<file path="src/rtl/ceyloniac_pkg.sv">
// Shared definitions for the Ceyloniac operand stage: default widths,
// the hard-wired zero register and the stage occupancy encoding.
package ceyloniac_pkg;

    localparam int unsigned DATA_WIDTH_DEF = 32;
    localparam int unsigned ADDR_WIDTH_DEF = 5;
    localparam int unsigned ZERO_REG       = 0;

    typedef enum logic [1:0] {
        ST_EMPTY = 2'd0,
        ST_ONE   = 2'd1,
        ST_FULL  = 2'd2
    } state_t;

endpackage

</file>
<file path="src/rtl/ceyloniac_operand_fwd.sv">
// Write-back patch unit for one operand bundle: any operand whose source
// register matches a live, non-zero write-back address takes wb_data.
module ceyloniac_operand_fwd
    import ceyloniac_pkg::*;
#(
    parameter int unsigned DATA_WIDTH = DATA_WIDTH_DEF,
    parameter int unsigned ADDR_WIDTH = ADDR_WIDTH_DEF,
    parameter int unsigned NUM_OPS    = 2
) (
    input  logic                          wb_en,
    input  logic [ADDR_WIDTH-1:0]         wb_addr,
    input  logic [DATA_WIDTH-1:0]         wb_data,
    input  logic [NUM_OPS*DATA_WIDTH-1:0] data,
    input  logic [NUM_OPS*ADDR_WIDTH-1:0] addr,
    output logic [NUM_OPS*DATA_WIDTH-1:0] data_fwd_c
);

    logic hit_en_c;

    // Register 0 is architecturally constant and never forwarded.
    assign hit_en_c = wb_en && (wb_addr != ADDR_WIDTH'(ZERO_REG));

    // Per-operand compare and replace.
    always_comb begin
        data_fwd_c = data;
        for (int unsigned i = 0; i < NUM_OPS; i++) begin
            if (hit_en_c && (addr[i*ADDR_WIDTH +: ADDR_WIDTH] == wb_addr)) begin
                data_fwd_c[i*DATA_WIDTH +: DATA_WIDTH] = wb_data;
            end
        end
    end

endmodule

</file>
<file path="src/rtl/ceyloniac_operand_stage.sv">
// Register-read to execute stage: NUM_OPS operands with valid/ready and a
// one-entry skid so in_ready is purely registered. Synchronous flush squashes
// everything held. Define CEYLONIAC_WB_FORWARD_EN to patch held operands with
// matching write-backs; otherwise the wb_* inputs have no effect.
module ceyloniac_operand_stage
    import ceyloniac_pkg::*;
#(
    parameter int unsigned DATA_WIDTH = DATA_WIDTH_DEF,
    parameter int unsigned ADDR_WIDTH = ADDR_WIDTH_DEF,
    parameter int unsigned NUM_OPS    = 2
) (
    input  logic                          clk,
    input  logic                          reset,
    input  logic                          flush,
    input  logic                          in_valid,
    output logic                          in_ready,
    input  logic [NUM_OPS*DATA_WIDTH-1:0] in_data,
    input  logic [NUM_OPS*ADDR_WIDTH-1:0] in_addr,
    output logic                          out_valid,
    input  logic                          out_ready,
    output logic [NUM_OPS*DATA_WIDTH-1:0] out_data,
    output logic [NUM_OPS*ADDR_WIDTH-1:0] out_addr,
    input  logic                          wb_en,
    input  logic [ADDR_WIDTH-1:0]         wb_addr,
    input  logic [DATA_WIDTH-1:0]         wb_data
);

    localparam int unsigned DW_ALL = NUM_OPS * DATA_WIDTH;
    localparam int unsigned AW_ALL = NUM_OPS * ADDR_WIDTH;

`ifdef CEYLONIAC_WB_FORWARD_EN
    localparam logic FWD_ON = 1'b1;
`else
    localparam logic FWD_ON = 1'b0;
`endif

    state_t            state;
    logic [DW_ALL-1:0] main_data;
    logic [AW_ALL-1:0] main_addr;
    logic [DW_ALL-1:0] skid_data;
    logic [AW_ALL-1:0] skid_addr;

    logic              fwd_en_c;
    logic              accept_c;
    logic              pop_c;
    logic [DW_ALL-1:0] in_fwd_c;
    logic [DW_ALL-1:0] main_fwd_c;
    logic [DW_ALL-1:0] skid_fwd_c;

    assign fwd_en_c  = wb_en & FWD_ON;
    assign accept_c  = in_valid && in_ready;
    assign pop_c     = out_valid && out_ready;
    assign out_data  = main_data;
    assign out_addr  = main_addr;

    ceyloniac_operand_fwd #(
        .DATA_WIDTH (DATA_WIDTH),
        .ADDR_WIDTH (ADDR_WIDTH),
        .NUM_OPS    (NUM_OPS)
    ) u_fwd_in (
        .wb_en      (fwd_en_c),
        .wb_addr    (wb_addr),
        .wb_data    (wb_data),
        .data       (in_data),
        .addr       (in_addr),
        .data_fwd_c (in_fwd_c)
    );

    ceyloniac_operand_fwd #(
        .DATA_WIDTH (DATA_WIDTH),
        .ADDR_WIDTH (ADDR_WIDTH),
        .NUM_OPS    (NUM_OPS)
    ) u_fwd_main (
        .wb_en      (fwd_en_c),
        .wb_addr    (wb_addr),
        .wb_data    (wb_data),
        .data       (main_data),
        .addr       (main_addr),
        .data_fwd_c (main_fwd_c)
    );

    ceyloniac_operand_fwd #(
        .DATA_WIDTH (DATA_WIDTH),
        .ADDR_WIDTH (ADDR_WIDTH),
        .NUM_OPS    (NUM_OPS)
    ) u_fwd_skid (
        .wb_en      (fwd_en_c),
        .wb_addr    (wb_addr),
        .wb_data    (wb_data),
        .data       (skid_data),
        .addr       (skid_addr),
        .data_fwd_c (skid_fwd_c)
    );

    // Occupancy FSM with registered handshake outputs; entries that stay
    // resident always reload through their patch unit.
    always_ff @(posedge clk or posedge reset) begin
        if (reset) begin
            state     <= ST_EMPTY;
            out_valid <= 1'b0;
            in_ready  <= 1'b1;
            main_data <= '0;
            main_addr <= '0;
            skid_data <= '0;
            skid_addr <= '0;
        end else if (flush) begin
            state     <= ST_EMPTY;
            out_valid <= 1'b0;
            in_ready  <= 1'b1;
            main_data <= '0;
            main_addr <= '0;
            skid_data <= '0;
            skid_addr <= '0;
        end else begin
            case (state)
                ST_EMPTY: begin
                    if (accept_c) begin
                        main_data <= in_fwd_c;
                        main_addr <= in_addr;
                        out_valid <= 1'b1;
                        state     <= ST_ONE;
                    end
                end
                ST_ONE: begin
                    if (accept_c && pop_c) begin
                        main_data <= in_fwd_c;
                        main_addr <= in_addr;
                    end else if (accept_c) begin
                        main_data <= main_fwd_c;
                        skid_data <= in_fwd_c;
                        skid_addr <= in_addr;
                        in_ready  <= 1'b0;
                        state     <= ST_FULL;
                    end else if (pop_c) begin
                        out_valid <= 1'b0;
                        state     <= ST_EMPTY;
                    end else begin
                        main_data <= main_fwd_c;
                    end
                end
                ST_FULL: begin
                    if (pop_c) begin
                        main_data <= skid_fwd_c;
                        main_addr <= skid_addr;
                        in_ready  <= 1'b1;
                        state     <= ST_ONE;
                    end else begin
                        main_data <= main_fwd_c;
                        skid_data <= skid_fwd_c;
                    end
                end
                default: begin
                    state     <= ST_EMPTY;
                    out_valid <= 1'b0;
                    in_ready  <= 1'b1;
                end
            endcase
        end
    end

endmodule

</file>
<file path="config.mk">
export PLATFORM = sky130hd
export DESIGN_NAME = ceyloniac_operand_stage
export DESIGN_NICKNAME = d
export VERILOG_FILES = /design/src/rtl/ceyloniac_pkg.sv /design/src/rtl/ceyloniac_operand_fwd.sv /design/src/rtl/ceyloniac_operand_stage.sv
export SDC_FILE = /design/constraint.sdc
export NUM_CORES = 1
export LEC_CHECK = 0
export BUFFER_PORTS_ARGS = -buffer_cell sky130_fd_sc_hd__buf_2
export CAP_MARGIN = 25
export CORE_ASPECT_RATIO = 1.2
export CORE_UTILIZATION = 50
export DETAILED_ROUTE_END_ITERATION = 7
export PLACE_DENSITY = 0.77
export SKIP_CTS_REPAIR_TIMING = 1
export SYNTH_ARGS = -nofsm -noshare
export SYNTH_HDL_FRONTEND = slang
export SYNTH_SLANG_ARGS = --single-unit
</file>
<file path="constraint.sdc">
create_clock -name clk -period 6.9 [get_ports clk]
set_clock_uncertainty 0.1 [all_clocks]
set_input_delay 1.38 -clock clk [delete_from_list [all_inputs] [get_ports clk]]
set_output_delay 1.38 -clock clk [all_outputs]
set_load 0.05 [all_outputs]
</file>
* After elaboration in Yosys (flattened, before gate mapping)
Cells that the tools add are included.
** Storage, ports and cells
- Memories kept :: 0
- Bits in writable memories :: 0
- Output and inout port bits :: 76
- Memory bits (read-only) :: 0
- Bits in registers :: 152
- Logic and storage cells :: 66
- Bits in latches :: 0
** Cells by class
- Add/subtract/negate cells :: 0
- Order comparisons :: 0
- Bitwise operators :: 0
- Divide/modulo/power cells :: 0
- Equal/unequal tests :: 13
- $mul :: 0
- Shifts and indexed selects :: 0
- Reductions and logical operators :: 12
- Multiplexer cells :: 34
** Operators with widths (number)
- $mux 64 :: 7
- $pmux 64 s3 :: 1
- $mux 10 :: 7
- $pmux 10 s3 :: 1
- $ne 3x3->1 const B :: 7
- $mux 2 :: 6
- $reduce_and 4->1 :: 3
- $mux 1 :: 9
- $ne 2x2->1 const B :: 3
- $pmux 1 s3 :: 2
- $pmux 2 s3 :: 1
- $reduce_and 5->1 :: 1
- $ne 4x4->1 const B :: 1
- $reduce_bool 2->1 :: 2
- $reduce_bool 4->1 :: 1
- $logic_and 1x1->1 :: 3
- $reduce_and 3->1 :: 1
- $eq 2x1->1 const B :: 1
- $eq 2x2->1 const B :: 1
- $logic_not 2->1 :: 1

* Longest topological paths before layout
Gate-level depths: netlist of run 1.
- Depth in word-level cells :: 6
- Gate-level depth with buffers :: 9
- Depth with buffers taken out :: 6

* Hierarchy
A second synthesis of run 1 with hierarchy kept.
** Second synthesis, totals
- Cell total of the unflattened synthesis :: 1265
- Area, all modules :: 12893.6 um^2
** By module, submodules not included
- ceyloniac_operand_stage :: cells each 1007, times used 1, area each 9350.2 um^2, seq. area each 3804.9 um^2
- ceyloniac_operand_fwd :: cells each 86, times used 3, area each 1181.1 um^2, seq. area each 0.0 um^2

* Least setup slack after synthesis of run 1
Ideal clock, no wire load.
- Path kind :: input-to-reg
- Start :: input out_ready
- End :: register main_addr[0] (netlist: out_addr[0])
- Stages :: 6
- Arrival time :: 2.530 ns
- Library setup time :: 0.094 ns
- Path buffers :: 2
- Path slack :: 4.176 ns
- Cells stage by stage :: nand4_1 a2111oi_4 buf_4 buf_6 nor2_1 a211oi_1
** On the way
- Cells in the longest elaborated chain, start to end :: 4
- Elaborated cells on any way between the ends :: 5
- Those cells by class :: eq/ne: 2; reduce/logical: 3
** Ends and longest elaborated chain
- start: declaration :: RTL line ceyloniac_operand_stage.sv:20 : input logic out_ready,
- $logic_and 1x1->1 * :: RTL line ceyloniac_operand_stage.sv:52 : assign pop_c = out_valid && out_ready;
- $logic_and 1x1->1 :: RTL line ceyloniac_operand_stage.sv:125 : if (accept_c && pop_c) begin
- $ne 3x3->1 (no line)
- $reduce_and 4->1 (no line) *
- end signal: assignment :: RTL line ceyloniac_operand_stage.sv:119 : main_addr <= in_addr;
- end signal: assignment :: RTL line ceyloniac_operand_stage.sv:127 : main_addr <= in_addr;
- end signal: assignment :: RTL line ceyloniac_operand_stage.sv:144 : main_addr <= skid_addr;
- end: declaration :: RTL line ceyloniac_operand_stage.sv:39 : logic [AW_ALL-1:0] main_addr;
Mark *: on every way between the ends. The rest lies on a longest branch, timed or not.
A chain may end at the register's enable or synchronous reset.

* Final worst setup path of run 1
- Start :: input out_ready
- End :: register main_data[27] (netlist: out_data[27])
** On the way
- Cells in the longest elaborated chain, start to end :: 4
- Elaborated cells on any way between the ends :: 5
- Those cells by class :: eq/ne: 2; reduce/logical: 3
** Ends and longest elaborated chain
- $logic_and 1x1->1 * :: RTL line ceyloniac_operand_stage.sv:52
- $logic_and 1x1->1 :: RTL line ceyloniac_operand_stage.sv:125
- $ne 3x3->1 (no line)
- $reduce_and 4->1 (no line) *
- end signal: assignment :: RTL line ceyloniac_operand_stage.sv:126 : main_data <= in_fwd_c;
- end signal: assignment :: RTL line ceyloniac_operand_stage.sv:129 : main_data <= main_fwd_c;
- end signal: assignment :: RTL line ceyloniac_operand_stage.sv:138 : main_data <= main_fwd_c;
- end: declaration :: RTL line ceyloniac_operand_stage.sv:38 : logic [DW_ALL-1:0] main_data;
Marks and branches as above.

==> results of run 1 <==
-- per-stage QoR --
stage / setup slack [ns] / hold slack [ns] / cells / util, % / total power [mW]
after floorplan: 1.33 / 0.401 / 691 / - / 2.59
after global placement: 3.55 / 0.409 / 963 / 57.5 / 2.85
after detailed placement: 3.43 / 0.416 / 963 / 57.5 / 2.91
after CTS: 3.88 / 0.424 / 995 / 62.0 / 3.85
after global routing: 3.81 / 0.434 / 996 / 62.2 / 4.05
final: 3.92 / 0.421 / 996 / 62.2 / 3.82
-- power by group --
part           switching, mW  total, mW  internal (mW)
clock                  0.342      0.930          0.588
combinational           1.23       1.67          0.441
sequential             0.115       1.22           1.11
-- sequential cells by signal, summed over array words and instances, names as in the netlist --
signal and flops:
skid_addr 10, state 2, out_data 64, out_addr 10
out_valid 1, skid_data 64, in_ready 1
-- cell type report --
| cell class | instances | area, um^2 | share of cell area [%] |
|---|---|---|---|
| Clock buffer | 25 | 515 | 6.23 |
| Clock inverter | 7 | 88.8 | 1.07 |
| Inverter | 4 | 20.0 | 0.242 |
| Multi-Input combinational cell | 477 | 2770 | 33.5 |
| Sequential cell | 152 | 3800 | 46.0 |
| Tap cell | 168 | 210 | 2.54 |
| Timing Repair Buffer | 163 | 861 | 10.4 |
-- cell families (layout without fill, tap and decap cells) --
logic type               Yosys count  after routing
buffers and inverters             62            199
AND/OR/NAND/NOR                  239            239
adder cells (fa/ha/maj)            5              5
flip-flops                       152            152
multiplexers                      75             75
AO/OA/AOI/OAI                    158            158
-- metal layers --
layer	up-vias	routed length, um
li1	2636	-
met1	2642	6420
met2	170	7830
met3	21	975
met4	0	292
met5	-	0
-- synth_stat cells, drive strengths merged, types with 2 or more instances --
cell type,number,area share (%)
dfrtp,151,55
nand2,151,8.3
nor2,80,4.4
a211oi,74,8.1
a21oi,74,5.4
mux2i,74,11
clkbuf,36,2.0
buf,22,2.1
ha,5,0.91
inv,4,0.22
nand4,4,0.36
a21boi,3,0.33
a31oi,2,0.18
nand3,2,0.15
-- worst max-delay path by stage --
stage	start	to	slack, ns
6_report	out_ready	out_data[27]	3.92
5_1_grt	out_ready	out_data[26]	3.81
4_1_cts	flush	out_valid	3.88
3_5_place_dp	flush	out_valid	3.43
3_3_place_gp	flush	out_valid	3.55
2_1_floorplan	reset	out_addr[0]	1.33
-- worst max-delay path: cells and delay by family --
| family | cells | cell delay [ns] |
|---|---|---|
| buf+inv | 2 | 0.81 |
| simple gates | 2 | 0.28 |
| compound gates | 2 | 0.68 |
==> metrics, run 1 <==
CP max stage cell buf_4; Die X 109 um; Routed WL 15500 um; Clock Latency Late Sink 0.42 ns; Peak Freq 0.336 GHz; Nets 937; Synth Cell Area 6860 um^2; most frequent cells in the layout 153 x buf_2, 151 x nand2_1, 151 x dfrtp_1; Final Instance Area 8270 um^2; Post-DP HPWL 9780 um; kind of critical path primary input to register; post-synthesis mux area share 11.0%; Setup crit start kind primary input; worst hold stages 2; Worst R2R End out_data[27]; Hold Crit Class register to register; H-tree Lvls 4; final hold vios 0; cells after synthesis 691; pin count of the biggest net entering global routing 106; Max clock buf depth 2; CP required 7.11 ns; layout cells sized above 1 24.2%; Num CTS Buffers 17; power density over the cells 462 nW/um^2; crit path max fanout 78; leakage 3.75 nW; global-route wire length before repair 25000 um; drt wl/cell 15.6 um; Hold Crit Endpoint skid_data[57]; yosys warns 0; critical path, cell by cell buf_2 -> nand4_1 -> a2111oi_4 -> buf_4 -> nor2_1 -> a211oi_1; remaining routing DRC violations 0; Worst slew margin 47.8%; Root Buffer clkbuf_16; core area 13300 um^2; outcome completed; # rows 46; met2 Use GR 38.4%; Initial DRT Pass Iterations 5; largest family of logic cells by synthesized area compound AO/OA/AOI/OAI gates; Post-synth top flop dfrtp_1; GRT Max-Usage Layer met2; die area 14200 um^2; diodes inserted 0; Post-DRT Antenna Nets 0; total gr overflow 0; number of synthesized flops with an enable pin 0; adder-cell area share of the yosys netlist 0.912%; Synth-to-Final Area Change 20.7%; CTS clk-pin slew, worst paths 0.06 ns; Worst VDD drop 0.000295 V; compound-cell area share of the yosys netlist 14.9%; XOR/XNOR share of the synthesized area 0%; Async SR Flop Fraction 100%; crit share post-route 43.2%; Critical Path AT 3.19 ns; # fillers 1087; M1 GR Usage 27.7%; Avg Synthesized Cell Area 9.92 um^2; worst slew pin tran 0.783 ns; Hold Startpoint skid_data[57]; commonest non-fill, non-tap cell in the layout buf_2; Yosys reg bits 152; via count 5469; post-synthesis sequential area ratio 55.5%; IO buf count 154; flop-to-flop setup slack 4.15 ns; setup violators final 0; clock sinks 152; Total Routing Usage GR 23.0%; vias in the first global route 5274; RR Startpoint state[0]; dpl cell area 7640 um^2; initial antenna violation count 0; Iter 0 DRT Violations 302; Max stage delay on crit path 0.67 ns; setup TNS 0 ns; Initial Util 51.6%; Synth cell types 26; routed vias/inst 5.49; GR Layer Usage met3 7.04%; GPL Wtd Cong 0.745; CTS tree built; IO Pins 193; RSZ-0062 raised after global routing no; Critical Path End Type register; fin. max-slew vios 0; Final Critical Period 2.98 ns; Worst R2R Path Depth 7; Simple-Gate Fraction of Synth Area 13.4%; max cap viols 0; Net Count, Synth 813; Die Height 130 um
(Power assumes the default switching activity.)
==> run 2: changes to the inputs <==
- clock period: 6.9 -> 2.75 ns (I/O delays scaled with it)
==> run 2 against run 1 <==
  * Worst hold slack worse by 0.33 ns
  * Routed wire length up 2.4%
  * First-iteration DRC count up 9.3%
  * Count of clock-buffer cells in the layout down 1
  * Non-clock buffer count up 7
  * Largest cell class unchanged
  * Core utilization up 0.99 points
  * Via count up 0.40%
  * Power rose to 2.6 times the previous value
  * Clock power rose to 2.7 times the previous value
  * Sequential power rose to 2.5 times the previous value
  * Flip-flop and latch count unchanged
  * Final cell count up 0.70%
==> metrics, run 2 (synthesized netlist as in run 1, its figures left out) <==
fin util 63.2% (+0.99 points); Peak Freq 0.409 GHz; CTS tree built; Nets 944 (+0.75%); Worst VDD drop 0.000763 V (+160%); CP required 2.96 ns (-4.15 ns); setup TNS 0 ns (unchanged); IO buf count 154 (unchanged); Setup crit start kind register; remaining routing DRC violations 0 (unchanged); outcome completed; Critical Path AT 2.65 ns (-0.54 ns); Worst slew margin 48.6% (+0.81 points); Post-DRT Antenna Nets 0 (unchanged); Routed WL 15900 um (+2.4%); Clock Latency Late Sink 0.41 ns (about the same); crit path max fanout 80 (+2.6%); max cap viols 0 (unchanged); setup slack after placement 0.308 ns (-3.12 ns); vias in the first global route 5495 (+4.2%); dpl cells 971 (+0.83%); die area 14200 um^2 (unchanged); setup violators final 0 (unchanged); # rows 46 (unchanged); dpl cell area 7760 um^2 (+1.6%); total power 9.84 mW (+160%); Max clock buf depth 2 (unchanged); worst slew pin tran 0.771 ns (-0.0121 ns); GPL Wtd Cong 0.800 (+7.3%); global-route wire length before repair 26100 um (+4.2%); Hold Crit Class primary input to asynchronous set/reset pin; CTS clk-pin slew, worst paths 0.06 ns (about the same); routed vias/inst 5.47 (-0.30%); layout cells sized above 1 24.8% (+0.64 points); routed wl met3 758 um (-22%); drt wl/cell 15.8 um (+1.7%); power density over the cells 1170 nW/um^2 (+150%); final hold vios 0 (unchanged); Synth-to-Final Area Change 22.6%; pin count of the biggest net entering global routing 81 (-24%); kind of critical path register to register; RSZ-0062 raised after global routing no; leakage 3.81 nW (+1.7%); initial antenna violation count 0 (unchanged); total gr overflow 0 (unchanged); Die Height 130 um (unchanged); Die X 109 um (unchanged); Post-DP HPWL 10400 um (+6.7%); Final Critical Period 2.44 ns; Top Layer Used met4; post-route worst setup slack 0.307 ns (-3.61 ns); core area 13300 um^2 (unchanged); clock sinks 152 (unchanged); smallest hold slack 0.0868 ns (-0.335 ns); H-tree Lvls 4 (unchanged); Initial DRT Pass Iterations 4 (-1); Num CTS Buffers 17 (unchanged); # fillers 1093 (+0.55%); met1 WL 6630 um (+3.2%); Root Buffer clkbuf_16; met2 WL 8260 um (+5.5%); Post-Layout Cell Count 1003 (+0.70%); most frequent cells in the layout 153 x buf_2, 151 x nand2_1, 151 x dfrtp_1; Initial Util 51.6% (unchanged); IO Pins 193 (unchanged); Critical Path End Type register; via count 5491 (+0.40%); fin. max-slew vios 0 (unchanged); diodes inserted 0 (unchanged); Iter 0 DRT Violations 330 (+9.3%); crit share post-route 88.9%; Final Instance Area 8410 um^2 (+1.6%); commonest non-fill, non-tap cell in the layout buf_2; Total Routing Usage GR 24.0% (+1.0 points)
==> run 2: cell count changes in the layout (fill, tap and decap cells not counted) <==
cell | before | now
buf_12 | 0 | 5
buf_16 | 1 | 0
buf_4 | 9 | 12
bufinv_16 | 2 | 4
clkbuf_8 | 6 | 5
clkinv_4 | 1 | 0
clkinvlp_4 | 0 | 1
inv_6 | 1 | 0
==> run 2: worst paths after layout <==
| kind | from | to | slack [ns] | depth (start not counted) |
|---|---|---|---|---|
| min reg2reg | skid_data[26] | skid_data[26] | 0.42 | 2 |
| max reg2reg | state[0] | out_data[30] | 0.31 | 7 |
| max in group asynchronous | reset | out_addr[8] | 1.81 | 3 |
| min | reset | skid_data[35] | 0.09 | 2 |
| min in group clk | in_addr[0] | skid_addr[0] | 0.27 | 3 |
| max | state[0] | out_data[30] | 0.31 | 7 |
==> run 2: layout make-up <==
class	count	area, um^2	area share, %
tap	168	210	2.50
sequential	152	3800	45.3
clock buffer	24	502	5.97
timing repair buffer	170	956	11.4
inverter	4	18.8	0.223
clock inverter	8	140	1.67
multi-input combinational	477	2770	33.0
==> run 2: critical path, stage by stage, from the launching register on <==
cell and delay, ns:
dfrtp_1 0.43, inv_1 0.13, ha_1 0.27, a21boi_0 0.20
a2111oi_4 0.47, buf_12 0.34, nor2_1 0.07, a211oi_1 0.25
==> run 2: where the power goes <==
part | internal [mW] | switching, mW
clock | 1.63 | 0.854
sequential | 2.78 | 0.294
combinational | 1.18 | 3.09
total | 5.60 | 4.24
==> run 2: metal layers <==
layer,vias to the layer above,GRT usage (%)
met3,21,6.29
met5,-,0
met1,2675,28.5
li1,2658,-
met2,137,41.2
met4,0,9.54
